`config.mk`:
```
export PLATFORM = sky130hd
export DESIGN_NAME = seq_div_16by8
export DESIGN_NICKNAME = d
export VERILOG_FILES = /design/src/rtl/div_pkg.sv /design/src/rtl/div_step.sv /design/src/rtl/seq_div_16by8.sv
export SDC_FILE = /design/constraint.sdc
export NUM_CORES = 1
export LEC_CHECK = 0
export BUFFER_PORTS_ARGS = -buffer_cell sky130_fd_sc_hd__buf_4
export CORE_MARGIN = 3
export CORE_UTILIZATION = 55
export CTS_CLUSTER_DIAMETER = 30
export CTS_CLUSTER_SIZE = 10
export DETAILED_ROUTE_END_ITERATION = 10
export PLACE_DENSITY = 0.79
export SLEW_MARGIN = 10
export SYNTH_ARGS = -nofsm -noshare
export SYNTH_HDL_FRONTEND = slang
export SYNTH_SLANG_ARGS = --single-unit
```
`constraint.sdc`:
```
create_clock -name clk -period 5.6 [get_ports clk]
set_input_delay 1.12 -clock clk [delete_from_list [all_inputs] [get_ports clk]]
set_output_delay 1.12 -clock clk [all_outputs]
set_load 0.03 [all_outputs]
```
`src/rtl/div_pkg.sv`:
```
// Shared constants and state type for the 16-by-8 sequential restoring divider.
package div_pkg;

  localparam int DW   = 16;
  localparam int VW   = 8;
  localparam int ITER = DW;

  localparam logic [DW-1:0] DIV0_QUOT = 16'hFFFF;

  typedef enum logic [1:0] {
    IDLE = 2'd0,
    CALC = 2'd1,
    DONE = 2'd2
  } state_t;

endpackage

```
`src/rtl/div_step.sv`:
```
// One restoring-division iteration: shift in the next dividend bit, trial-subtract the divisor.
module div_step #(
  parameter int VW = 8
) (
  input  logic [VW-1:0] rem,
  input  logic          q_msb,
  input  logic [VW-1:0] divisor,
  output logic [VW-1:0] rem_next,
  output logic          q_bit
);

  logic [VW:0] trial;
  logic [VW:0] diff;

  always_comb begin
    trial    = {rem, q_msb};
    diff     = trial - {1'b0, divisor};
    q_bit    = (trial >= {1'b0, divisor});
    // rem < divisor on entry, so a successful subtract always fits in VW bits
    rem_next = q_bit ? diff[VW-1:0] : trial[VW-1:0];
  end

endmodule

```
`src/rtl/seq_div_16by8.sv`:
```
// Iterative restoring divider: 16-bit dividend / 8-bit divisor, one quotient bit per clock.
module seq_div_16by8 #(
  parameter int DW = 16,
  parameter int VW = 8
) (
  input  logic          clk,
  input  logic          rst_n,
  input  logic          start,
  input  logic [DW-1:0] dividend,
  input  logic [VW-1:0] divisor,
  output logic          busy,
  output logic          done,
  output logic          div_by_zero,
  output logic [DW-1:0] quotient,
  output logic [VW-1:0] remainder
);

  import div_pkg::*;

  localparam int CW = $clog2(DW);

  state_t        state;
  logic [DW-1:0] q_work;
  logic [VW-1:0] r_work;
  logic [VW-1:0] dvs;
  logic [CW-1:0] count;
  logic [VW-1:0] r_next;
  logic          q_bit;

  div_step #(.VW(VW)) u_step (
    .rem      (r_work),
    .q_msb    (q_work[DW-1]),
    .divisor  (dvs),
    .rem_next (r_next),
    .q_bit    (q_bit)
  );

  always_ff @(posedge clk or negedge rst_n) begin
    if (!rst_n) begin
      state       <= IDLE;
      busy        <= 1'b0;
      done        <= 1'b0;
      div_by_zero <= 1'b0;
      quotient    <= '0;
      remainder   <= '0;
      q_work      <= '0;
      r_work      <= '0;
      dvs         <= '0;
      count       <= '0;
    end else begin
      case (state)
        IDLE: begin
          done <= 1'b0;
          if (start) begin
            busy <= 1'b1;
            dvs  <= divisor;
            if (divisor == '0) begin
              quotient    <= DIV0_QUOT;
              remainder   <= dividend[VW-1:0];
              div_by_zero <= 1'b1;
              done        <= 1'b1;
              state       <= DONE;
            end else begin
              div_by_zero <= 1'b0;
              q_work      <= dividend;
              r_work      <= '0;
              count       <= CW'(ITER - 1);
              state       <= CALC;
            end
          end
        end
        CALC: begin
          q_work <= {q_work[DW-2:0], q_bit};
          r_work <= r_next;
          count  <= count - 1'b1;
          // final iteration publishes its own step result directly to the outputs
          if (count == '0) begin
            quotient  <= {q_work[DW-2:0], q_bit};
            remainder <= r_next;
            done      <= 1'b1;
            state     <= DONE;
          end
        end
        DONE: begin
          done  <= 1'b0;
          busy  <= 1'b0;
          state <= IDLE;
        end
        default: state <= IDLE;
      endcase
    end
  end

endmodule

```
Word-level counts from Yosys, hierarchy flattened --
Cells that the tools add are included.
Operators by class: add/subtract/negate cells 2, $mul 0, divide/modulo/power cells 0, order comparisons 1, equality and inequality tests 6, shifts and indexed selects 0, mux-type cells 28, bitwise gates (word level) 0, reduce and logical (&&, ||, !) cells 12
Operator list (count):
- two-way mux 16 bit | 5
- one-hot mux 16 bit (2 select lines) | 2
- two-way mux 8 bit | 6
- one-hot mux 8 bit (2 select lines) | 2
- >= comparator 9 x 8 -> 1 bit | 1
- zero test 8 bit | 1
- two-way mux 4 bit | 2
- != test 2 bit (second input constant) | 4
- one-hot mux 4 bit (2 select lines) | 1
- AND reduction 2 bit | 4
- subtractor 8 bit | 1
- two-way mux 2 bit | 3
- zero test 4 bit | 1
- two-way mux 1 bit | 4
- one-hot mux 2 bit (2 select lines) | 1
- AND reduction 4 bit | 1
- nonzero test 2 bit | 2
- subtractor 4 x 1 -> 4 bit (second input constant) | 1
- one-hot mux 1 bit (3 select lines) | 1
- AND reduction 3 bit | 1
- nonzero test 3 bit | 1
- equality test 2 x 1 -> 1 bit (second input constant) | 1
- equality test 2 bit (second input constant) | 1
- zero test 2 bit | 1
- one-hot mux 1 bit (2 select lines) | 1
Storage, ports and cells: bits in registers 65, latch bits 0, memory bits (writable) 0, memory bits (read-only) 0, bits of input ports 27, output and inout port bits 27, memories 0

Longest topological paths before layout --
Gate-level depths: netlist of run 1.
depth in word-level cells 4, mapped depth 9

By module --
Synthesis of run 1 repeated with hierarchy kept, for this count alone.
Unflattened totals: cells, all modules 312, area total of the unflattened synthesis 3489.6 um2
Modules (own cells, without submodules):
- seq_div_16by8 | times used 1, cells each 246, area each 2950.3 um2, sequential area each 1626.6 um2
- div_step | times used 1, cells each 66, area each 539.3 um2, sequential area each 0.0 um2

Worst setup path before layout of run 1 --
No wires, ideal clock.
path kind in2reg, start point input port divisor[5], end point register remainder[7], arrival 2359 ps, path slack 3106 ps, stages 5, buffers on the path 0, cell sequence or4_4 nor3_4 o21ai_0 o41ai_1 a31oi_1
On the way: cells in the longest elaborated chain, start to end 3
Ends and longest elaborated chain:
- from (decl) | RTL line seq_div_16by8.sv:10 | input logic [VW-1:0] divisor,
- zero test 8 bit | RTL line seq_div_16by8.sv:57 | if (divisor == '0) begin
- != test 2 bit (no source line)
- AND reduction 4 bit (no source line)
- to (signal assigned) | RTL line seq_div_16by8.sv:59 | remainder <= dividend[VW-1:0];
- to (signal assigned) | RTL line seq_div_16by8.sv:79 | remainder <= r_next;
- to (decl) | RTL line seq_div_16by8.sv:15 | output logic [VW-1:0] remainder
No other way between the ends. A chain may end at the register's enable or synchronous reset.

Final worst setup path of run 1 --
start point input port divisor[5], end point register r_work[6]
On the way: cells in the longest elaborated chain, start to end 3
Ends and longest elaborated chain:
- zero test 8 bit | RTL line seq_div_16by8.sv:57
- != test 2 bit (no source line)
- AND reduction 3 bit (no source line)
- to (signal assigned) | RTL line seq_div_16by8.sv:74 | r_work <= r_next;
- to (decl) | RTL line seq_div_16by8.sv:24 | logic [VW-1:0] r_work;
No other way between the ends.

==> results of run 1 <==
[logic make-up (layout without fill, tap and decap cells)]
family | after synthesis | after routing
compound gates | 125 | 125
flops | 65 | 65
fa+ha+maj | 14 | 14
xor+xnor | 2 | 2
buf+inv | 51 | 103
mux | 16 | 16
simple gates | 96 | 96
[routing by layer]
layer  GRT usage  vias up  part of all wire
li1            -     1394                 -
met1       0.316     1360              0.45
met2       0.351       67              0.48
met3      0.0398       13             0.043
met4       0.101        0             0.024
met5           0        -                 0
[synth_stat cells (2+ instances only)]
| library cell | count |
|---|---|
| nor2_1 | 24 |
| nand3_1 | 2 |
| buf_1 | 2 |
| o21ai_0 | 55 |
| ha_1 | 13 |
| nor3b_1 | 2 |
| o31ai_1 | 2 |
| nand2_1 | 44 |
| mux2_2 | 2 |
| or4_1 | 3 |
| nor4_1 | 2 |
| inv_1 | 32 |
| a211oi_1 | 5 |
| clkbuf_1 | 6 |
| clkbuf_2 | 2 |
| dfrtp_1 | 65 |
| nand2b_1 | 3 |
| nor3_1 | 3 |
| buf_2 | 6 |
| o21ai_1 | 7 |
| or4_4 | 2 |
| o41ai_1 | 2 |
| mux2i_1 | 14 |
| or2_2 | 3 |
| a21oi_1 | 13 |
| a31oi_1 | 19 |
| a21o_1 | 4 |
| o21a_1 | 2 |
| o22ai_1 | 2 |
| xnor2_1 | 2 |
[flip-flops by register name, summed over array words and instances (netlist names)]
| signal | count |
|---|---|
| remainder | 8 |
| dvs | 8 |
| state | 2 |
| q_work | 16 |
| busy | 1 |
| done | 1 |
| r_work | 8 |
| count | 4 |
| div_by_zero | 1 |
| quotient | 16 |
[area by class of cell]
class / instances / area [um2] / area share
Timing Repair Buffer: 54 / 405 / 0.0997
Clock buffer: 10 / 138 / 0.0339
Multi-Input combinational cell: 253 / 1590 / 0.391
Sequential cell: 65 / 1630 / 0.400
Inverter: 33 / 124 / 0.0305
Clock inverter: 6 / 90.1 / 0.0222
Tap cell: 75 / 93.8 / 0.0231
[worst max path at each step]
| stage | to | slack [ns] | cells past startpoint |
|---|---|---|---|
| after floorplan | remainder[7]$_DFFE_PN0P_ | 3.11 | 5 |
| after global placement | r_work[6]$_DFFE_PN0P_ | 2.46 | 6 |
| after detailed placement | r_work[6]$_DFFE_PN0P_ | 2.40 | 6 |
| after CTS | r_work[3]$_DFFE_PN0P_ | 2.74 | 7 |
| after global routing | r_work[7]$_DFFE_PN0P_ | 2.42 | 7 |
| final | r_work[6]$_DFFE_PN0P_ | 2.69 | 6 |
[through the flow]
stage	hold slack [ns]	setup slack (ns)	utilization
final	0.500	2.69	0.679
after floorplan	0.450	3.11	-
after global placement	0.464	2.46	0.641
after CTS	0.497	2.74	0.679
after detailed placement	0.479	2.40	0.641
after global routing	0.542	2.42	0.679
[where the power goes]
part	internal (mW)	switching, mW	leakage [nW]
sequential	0.698	0.154	0.772
clock	0.264	0.190	0.113
combinational	0.538	0.922	0.992
total	1.50	1.27	1.88
[worst max-delay path: stages]
cell and delay [ns]:
buf_4 0.12, nor4_1 0.50, nand2_1 0.32, a21oi_4 0.73
mux2i_1 0.25, a31oi_1 0.05
==> summary.txt, run 1 <==
Clock tree
  – Post-cts resize count: 0
  – Clock Path Buffers: 2
  – H-tree Lvls: 3
  – Root Driver: clkbuf_8
  – Post-CTS Setup Bufs: 0
  – TritonCTS clock tree: built
  – Reg clk slew, reported paths: about 0.07 ns
  – Cts hold-fix bufs: 0
  – Cts bufs inserted: 9
  – Worst-Skew Late Latency: between 0.3 and 0.4 ns
  – CTS sink cnt: 65

Floorplan
  – Rows: 28
  – Total Die Area: 0.00721 mm2
  – Die Y: 84.9 um
  – Io pins: 54
  – Initial Utilization: 0.572
  – Core ar.: between 0.005 and 0.006 mm2
  – Die Width: about 85 um

STA
  – Max Slew Vio Count: 0
  – Fmax: between 300 and 400 MHz
  – Final setup fails: 0
  – RSZ-0062 raised after global routing: false
  – Fin Setup TNS: 0 ns
  – Slew @ Worst Pin: between 0.8 and 0.9 ns
  – Skew final: 0.00961 ns
  – Tcrit/Tclk final: 0.520
  – Slew margin rel.: 0.457
  – Final Hold Fails: 0
  – Post-layout min period: a little under 3 ns

Placed design
  – Final HPWL DP: 5500 um
  – Placed insts: 480
  – Gpl congestion: between 0.8 and 0.9
  – Placed Area: between 0.003 and 0.004 mm2
  – Port bufs: 53

Yosys
  – Simple-gate share of the synthesized area: 0.134
  – Synthesized flop and latch total: 65
  – Post-Syn Area: roughly 0.0034 mm2
  – Async set-reset flop share out of synthesis: 1.00
  – Main combinational cell family by area after synthesis: compound AO/OA/AOI/OAI gates
  – Synth Area in Adders: 0.0533
  – Yosys cell types: 56
  – Number of synthesized flops with an enable pin: 0
  – XOR/XNOR Fraction of Synth Area: 0.00511
  – Sequential element share of the synthesized area: 0.475
  – Ys flop type: dfrtp_1
  – Synthesis Warnings: 0
  – Mapped Nets: between 400 and 500
  – Synth Area in Compound Gates: 0.224
  – Top cell type's share of synthesized area: 0.475
  – Ranking of synthesized cells by area: dfrtp_1, o21ai_0, nand2_1
  – Post-synth top area cell: dfrtp_1
  – Mapped Cells: between 300 and 400
  – Avg Cell Area, Syn: between 9 and 10 um2
  – Mux contribution to synthesized area: 0.0475

Route
  – DR iter-0 viols: ~140
  – Vias/cell: 5.71
  – Pre-antenna DRT Iters: 4
  – Wire length per cell: between 15 and 20 um
  – Antenna viol nets, final: 0
  – DRT Wirelength: slightly below 8000 um
  – Total number of vias: 2834
  – DRC violation count after routing: 0

Global routing
  – Initial antenna violation count: 0
  – First-pass GRT wire length: 13000 um
  – Overflow after GRT: 0
  – Vias in the first global route: ~2700
  – Largest net degree at the start of global routing: 66
  – Gr usage total: 0.227

Setup path
  – Critical Setup Path Class: primary input to flop
  – FF-to-FF Start: state[1]$_DFFE_PN0P_
  – CP startpoint kind: primary input
  – Reg2Reg Depth: 7
  – WP data required: between 5 and 6 ns
  – Crit path from: divisor[5]
  – Reg2reg end: r_work[7]$_DFFE_PN0P_
  – Worst reg2reg setup slack: approximately 2.7 ns
  – CP endpoint kind: flop
  – Worst path arrival time: roughly 3.1 ns
  – Crit Path Max Fanout: 35

Final layout
  – Final instance area: slightly above 0.004 mm2
  – Layout Cells excl Fill: just under 500
  – Most frequent cells in the layout: dfrtp_1, o21ai_0, buf_4
  – Nets: around 460
  – Fillers: about 470
  – Area delta synth->final: 18.6%
  – Inserted Diodes: 0
  – Commonest non-fill, non-tap cell in the layout: dfrtp_1
  – Share of cells above drive strength 1: 0.202

Min path
  – WHS Path Cells: 2
  – Worst hold endpoint: q_work[15]$_DFFE_PN0P_
  – Class of the worst hold path: flop to flop
  – Hold Startpoint: q_work[15]$_DFFE_PN0P_

Pwr
  – VDD IR-drop max: 354 uV
  – Cell area power density: about 700 mW/mm2
  – Leak: ~1.9 nW
  – Total chip power: around 2.8 mW

Status
  – Outcome: finished, final reports clean

Flow run
  – Max-cap violation count: 0
(Power assumes the default switching activity.)
==> run 2: changes to the inputs <==
--- a/config.mk
+++ b/config.mk
@@ -5,13 +5,14 @@
 export SDC_FILE = /design/constraint.sdc
 export NUM_CORES = 1
 export LEC_CHECK = 0
+export ABC_AREA = 1
 export BUFFER_PORTS_ARGS = -buffer_cell sky130_fd_sc_hd__buf_4
 export CORE_MARGIN = 3
-export CORE_UTILIZATION = 55
+export CORE_UTILIZATION = 51
 export CTS_CLUSTER_DIAMETER = 30
 export CTS_CLUSTER_SIZE = 10
 export DETAILED_ROUTE_END_ITERATION = 10
-export PLACE_DENSITY = 0.79
+export PLACE_DENSITY = 0.77
 export SLEW_MARGIN = 10
 export SYNTH_ARGS = -nofsm -noshare
 export SYNTH_HDL_FRONTEND = slang
==> constraint.sdc (replaced) <==
create_clock -name clk -period 2.4 [get_ports clk]
set_input_delay 0.48 -clock clk [delete_from_list [all_inputs] [get_ports clk]]
set_output_delay 0.48 -clock clk [all_outputs]
set_load 0.03 [all_outputs]
==> run 2 against run 1 <==
Total power grew to 2.5 times the previous value. Synthesized cell count grew 25%. Combinational power grew to 2.7 times the previous value. Critical path depth grew 3. Worst setup slack lost 2.3 ns. Largest power group unchanged. Routed wire length grew 5.3%. Cell count grew 24%. Non-clock buffer count grew 4. Synthesized area grew 4.5%. Clock power grew 140%. Sequential cell count is the same. Largest cell class unchanged. Utilization shrank 3.1 points.
==> summary.txt, run 2 <==
Yosys
  – Mapped Nets: ~500
  – Top cell type's share of synthesized area: 0.454
  – Main combinational cell family by area after synthesis: simple AND/OR/NAND/NOR gates
  – Post-synth top area cell: dfrtp_1
  – Post-Syn Area: between 0.003 and 0.004 mm2
  – Synth Area in Adders: 0.0510
  – Synthesized flop and latch total: 65
  – Ys flop type: dfrtp_1
  – Synthesis Warnings: 0
  – Simple-gate share of the synthesized area: 0.272
  – Mapped Cells: ~460
  – Ranking of synthesized cells by area: dfrtp_1, nand2_1, inv_1
  – Most frequent cell after synthesis: nand2_1
  – Number of synthesized flops with an enable pin: 0
  – Most common library cells after synthesis: nand2_1, dfrtp_1, inv_1
  – Yosys cell types: 36
  – XOR/XNOR Fraction of Synth Area: 0.00734
  – Sequential element share of the synthesized area: 0.454
  – Mux contribution to synthesized area: 0.00315
  – Avg Cell Area, Syn: around 7.7 um2
  – Async set-reset flop share out of synthesis: 1.00
  – Synth Area in Compound Gates: 0.112

Setup path
  – Critical Setup Path Class: flop to flop
  – Reg2Reg Depth: 9
  – CP delay by family, top: flip-flops
  – Worst-path cell chain: inv_1 -> ha_1 -> nand2_2 -> o21ai_2 -> nand2_2 -> inv_2 -> nand2_1 -> a21boi_0 -> o21ai_0
  – Critical Path Most Common Cell: nand2_2
  – CP Depth: 9
  – CP endpoint kind: flop
  – Crit Path Max Fanout: 25
  – CP peak stage delay: approximately 0.42 ns
  – CP startpoint kind: flop
  – CP bufs+invs: 2
  – WP data required: 2.63 ns
  – Worst path arrival time: ~2.3 ns
  – Critical path's slowest cell: dfrtp_1

Final layout
  – Area delta synth->final: 18.8%
  – Fillers: around 570
  – Multi-input logic area: approximately 0.0016 mm2
  – Layout Cells excl Fill: slightly above 600
  – Share of cells above drive strength 1: 0.171
  – Most frequent cells in the layout: nand2_1, inv_1, dfrtp_1
  – Inserted Diodes: 0
  – Final instance area: between 0.004 and 0.005 mm2
  – Commonest non-fill, non-tap cell in the layout: nand2_1
  – FF/Latch Area: 0.00163 mm2
  – Biggest regs: q_work (16), quotient (16)
  – Nets: 556

Floorplan
  – Total Die Area: 0.00806 mm2
  – Io pins: 54
  – Initial Utilization: 0.545
  – Die Width: roughly 90 um
  – Die Y: between 80 and 90 um
  – Rows: 29
  – Core ar.: ~0.0066 mm2

Flow run
  – Max-cap violation count: 0

STA
  – Final WS setup: 0.363 ns
  – Fin Setup TNS: 0 ns
  – Max Slew Vio Count: 0
  – Post-layout min period: between 2 and 2.5 ns
  – Fmax: 491 MHz
  – Final Hold Fails: 0
  – Skew final: 0.0103 ns
  – Final setup fails: 0
  – RSZ-0062 raised after global routing: false
  – Tcrit/Tclk final: 0.849
  – Slew margin rel.: 0.460
  – Slew @ Worst Pin: 0.811 ns

Pwr
  – Leak: about 2.3 nW
  – VDD IR-drop max: 1100 uV
  – Cell area power density: about 1600 mW/mm2
  – Total chip power: around 7.0 mW

Route
  – Pre-antenna DRT Iters: 4
  – DRT Wirelength: 8280 um
  – Antenna viol nets, final: 0
  – Vias/cell: slightly above 5
  – Total number of vias: 3154
  – DR iter-0 viols: 235
  – Wire length per cell: 13.5 um
  – DRC violation count after routing: 0

Global routing
  – Initial antenna violation count: 0
  – Vias in the first global route: a little over 3000
  – Largest net degree at the start of global routing: 66
  – Overflow after GRT: 0
  – First-pass GRT wire length: around 14000 um
  – Gr usage total: 0.215

Min path
  – Class of the worst hold path: primary input to asynchronous set/reset pin

Clock tree
  – Post-cts resize count: 0
  – CTS sink cnt: 65
  – H-tree Lvls: 3
  – Worst-Skew Late Latency: 0.36 ns
  – Post-CTS Setup Bufs: 0
  – Cts bufs inserted: 9
  – TritonCTS clock tree: built
  – Root Driver: clkbuf_8
  – Clock Path Buffers: 2
  – Reg clk slew, reported paths: approximately 0.080 ns
  – Cts hold-fix bufs: 0

Placed design
  – Port bufs: 53
  – Gpl congestion: 1.00
  – Placed Area: 0.00403 mm2
  – Placed insts: a little under 600
  – Pre-CTS WS: between 0.3 and 0.4 ns
  – Final HPWL DP: between 5000 and 6000 um

Status
  – Outcome: finished, final reports clean
run 2: power breakdown:
part	internal, mW	switching [mW]
sequential	1.62	0.323
combinational	1.36	2.63
clock	0.595	0.472
run 2: per-layer routing:
metal | vias up | GRT usage | share of wire | wire, um
li1 | 1582 | - | - | -
met1 | 1438 | 0.280 | 0.44 | 3630
met2 | 118 | 0.350 | 0.47 | 3890
met3 | 16 | 0.0509 | 0.073 | 601
met4 | 0 | 0.0779 | 0.018 | 151
met5 | - | 0 | 0 | 0
run 2: cell type report:
class / count / area share
Clock inverter: 7 / 0.0241
Sequential cell: 65 / 0.382
Clock buffer: 9 / 0.0291
Inverter: 67 / 0.0594
Timing Repair Buffer: 58 / 0.102
Tap cell: 93 / 0.0274
Multi-Input combinational cell: 314 / 0.375
run 2: stage by stage:
stage	hold WS (ns)	util
2_1_floorplan	0.184	-
3_3_place_gp	0.466	0.613
4_1_cts	0.237	0.648
3_5_place_dp	0.472	0.613
5_1_grt	0.258	0.648
6_report	0.201	0.648
run 2: worst paths after layout:
kind	startpoint	to	slack, ns
max	state[0]$_DFFE_PN0P_	count[2]$_DFFE_PN0P_	0.36
min	rst_n	r_work[4]$_DFFE_PN0P_	0.20
max reg2reg	state[0]$_DFFE_PN0P_	count[2]$_DFFE_PN0P_	0.36
min reg2reg	quotient[5]$_DFFE_PN0P_	quotient[5]$_DFFE_PN0P_	0.49
max in group asynchronous	rst_n	state[1]$_DFFE_PN0P_	1.65
min in group clk	divisor[5]	dvs[5]$_DFFE_PN0P_	0.34
run 2: cells by family after synthesis:
family / count (synthesis)
xor+xnor: 3
simple gates: 224
buf+inv: 84
fa+ha+maj: 14
compound gates: 72
mux: 1
flops: 65
==> run 3: changes to the inputs <==
==> constraint.sdc (replaced) <==
create_clock -name clk -period 1.8 [get_ports clk]
set_input_delay 0.36 -clock clk [delete_from_list [all_inputs] [get_ports clk]]
set_output_delay 0.36 -clock clk [all_outputs]
set_load 0.03 [all_outputs]
==> run 3 against run 2 <==
Highest routed layer unchanged. The flow now finishes with violations (negative setup slack). Utilization increased by 9.8 points. Critical path depth increased by 2. Fmax increased by 8.1%. Register-to-register slack got worse by 0.45 ns. Routed wire length increased by 26%. Global-route usage increased by 0.85 points. Non-clock buffer count increased by 35. Worst hold slack improved by 0.035 ns. Sequential share of layout area decreased by 5.0 points. Die area unchanged. Clock-buffer cell count increased by 1. Critical path type unchanged. Critical endpoint is now r_work[1]$_DFFE_PN0P_.
==> summary.txt, run 3 (synthesized netlist as in run 2, its figures left out) <==
Setup path
  – Critical Setup Path Class: flop to flop
  – WP data required: around 2 ns
  – Worst path arrival time: between 2 and 2.5 ns
  – Crit Path Max Fanout: 4
  – Reg2Reg Depth: 11
  – CP endpoint kind: flop
  – CP startpoint kind: flop

Floorplan
  – Initial Utilization: 0.545
  – Io pins: 54
  – Die Width: about 90 um
  – Die Y: approximately 90 um
  – Core ar.: approximately 0.0066 mm2
  – Rows: 29
  – Total Die Area: between 0.008 and 0.009 mm2

Route
  – Pre-antenna DRT Iters: 5
  – DRT Wirelength: about 10000 um
  – Total number of vias: 3538
  – Vias/cell: 5.45
  – DR iter-0 viols: about 350
  – Antenna viol nets, final: 0
  – Wire length per cell: around 16 um
  – DRC violation count after routing: 0

Global routing
  – Gr usage total: 0.223
  – Vias in the first global route: 3200
  – Initial antenna violation count: 0
  – Overflow after GRT: 0
  – Largest net degree at the start of global routing: 38
  – First-pass GRT wire length: 14700 um

Clock tree
  – Reg clk slew, reported paths: ~0.070 ns
  – Clock Path Buffers: 2
  – Root Driver: clkbuf_8
  – TritonCTS clock tree: built
  – H-tree Lvls: 3
  – CTS sink cnt: between 60 and 70
  – Worst-Skew Late Latency: between 0.3 and 0.4 ns
  – Cts bufs inserted: 9

Final layout
  – Inserted Diodes: 0
  – Share of cells above drive strength 1: 0.326
  – Area delta synth->final: 36.9%
  – Commonest non-fill, non-tap cell in the layout: nand2_1
  – Most frequent cells in the layout: nand2_1, buf_4, dfrtp_1
  – Nets: 592
  – Biggest regs: q_work (16), quotient (16)
  – Fillers: 453

STA
  – Tcrit/Tclk final: 1.05
  – Max Slew Vio Count: 0
  – Final WS setup: -0.0843 ns
  – Final setup fails: 11
  – Slew margin rel.: 0.726
  – Skew final: roughly 0.012 ns
  – Slew @ Worst Pin: roughly 0.41 ns
  – Post-layout min period: between 1.5 and 2 ns
  – Hold Slack: around 0.24 ns
  – Fmax: 531 MHz
  – Final Hold Fails: 0
  – RSZ-0062 raised after global routing: true

Placed design
  – Final HPWL DP: roughly 6400 um
  – Port bufs: 53
  – Gpl congestion: 0.991

Min path
  – Class of the worst hold path: primary input to flop
  – WHS Path Cells: 3

Flow run
  – Max-cap violation count: 0

Status
  – Failing checks: negative setup slack
  – Outcome: complete, but fails checks
## run 3: layer usage
| metal | track usage | vias up | wire length [um] |
|---|---|---|---|
| li1 | - | 1658 | - |
| met1 | 0.293 | 1638 | 4230 |
| met2 | 0.353 | 197 | 5040 |
| met3 | 0.0501 | 45 | 756 |
| met4 | 0.103 | 0 | 391 |
| met5 | 0 | - | 0 |
## run 3: worst paths after layout
| check | from | end | slack [ns] |
|---|---|---|---|
| worst max register to register | r_work[2]$_DFFE_PN0P_ | r_work[1]$_DFFE_PN0P_ | -0.08 |
| worst min register to register | quotient[6]$_DFFE_PN0P_ | quotient[6]$_DFFE_PN0P_ | 0.49 |
| max in group asynchronous | rst_n | remainder[7]$_DFFE_PN0P_ | 0.79 |
| worst max-delay path | r_work[2]$_DFFE_PN0P_ | r_work[1]$_DFFE_PN0P_ | -0.08 |
| worst min-delay path | divisor[5] | dvs[5]$_DFFE_PN0P_ | 0.24 |
| min in group asynchronous | rst_n | remainder[5]$_DFFE_PN0P_ | 0.49 |
## run 3: layout make-up
cell class | count | area (um2) | share of cell area
Timing Repair Buffer | 93 | 758 | 0.155
Multi-Input combinational cell | 315 | 1940 | 0.396
Clock buffer | 10 | 138 | 0.0281
Clock inverter | 6 | 67.6 | 0.0138
Sequential cell | 65 | 1630 | 0.332
Inverter | 67 | 253 | 0.0516
Tap cell | 93 | 116 | 0.0237
## run 3: what timing repair did
action / CTS / global route
gates resized for setup: 7 / 69
pin swaps: 3 / 20
endpoints found under the hold margin: 28 / 0
hold buffers: 1 / 0
gates cloned: 0 / 1
endpoints found under the setup margin: 17 / 41
setup buffers: 1 / 5
## run 3: worst max-delay path, cell delays in order (launching register included)
cell and delay [ns]:
dfrtp_1 0.45, ha_4 0.32, nand2_1 0.11, nor2_4 0.11
inv_1 0.05, nor2_1 0.16, nor2_2 0.07, buf_6 0.13
nand4_1 0.13, nand2_1 0.08, nand2_1 0.09, nand2_1 0.07
## run 3: stage by stage
step,utilization,std cells,worst slack [ns],setup TNS [ns],cell area (um2)
after CTS,0.694,643,0.00251,0,4560
after global routing,0.746,649,-0.138,-1.50,4900
after floorplan,-,463,0.152,0,3580
final,0.746,649,-0.0843,-0.383,4900
after global placement,0.653,625,-0.0305,-0.0594,4290
after detailed placement,0.653,625,-0.0502,-0.322,4290
Power of run 3 is left out: the tool's default activity adds up to more than one toggle a clock period on the data nets, which glitch-free logic cannot reach.
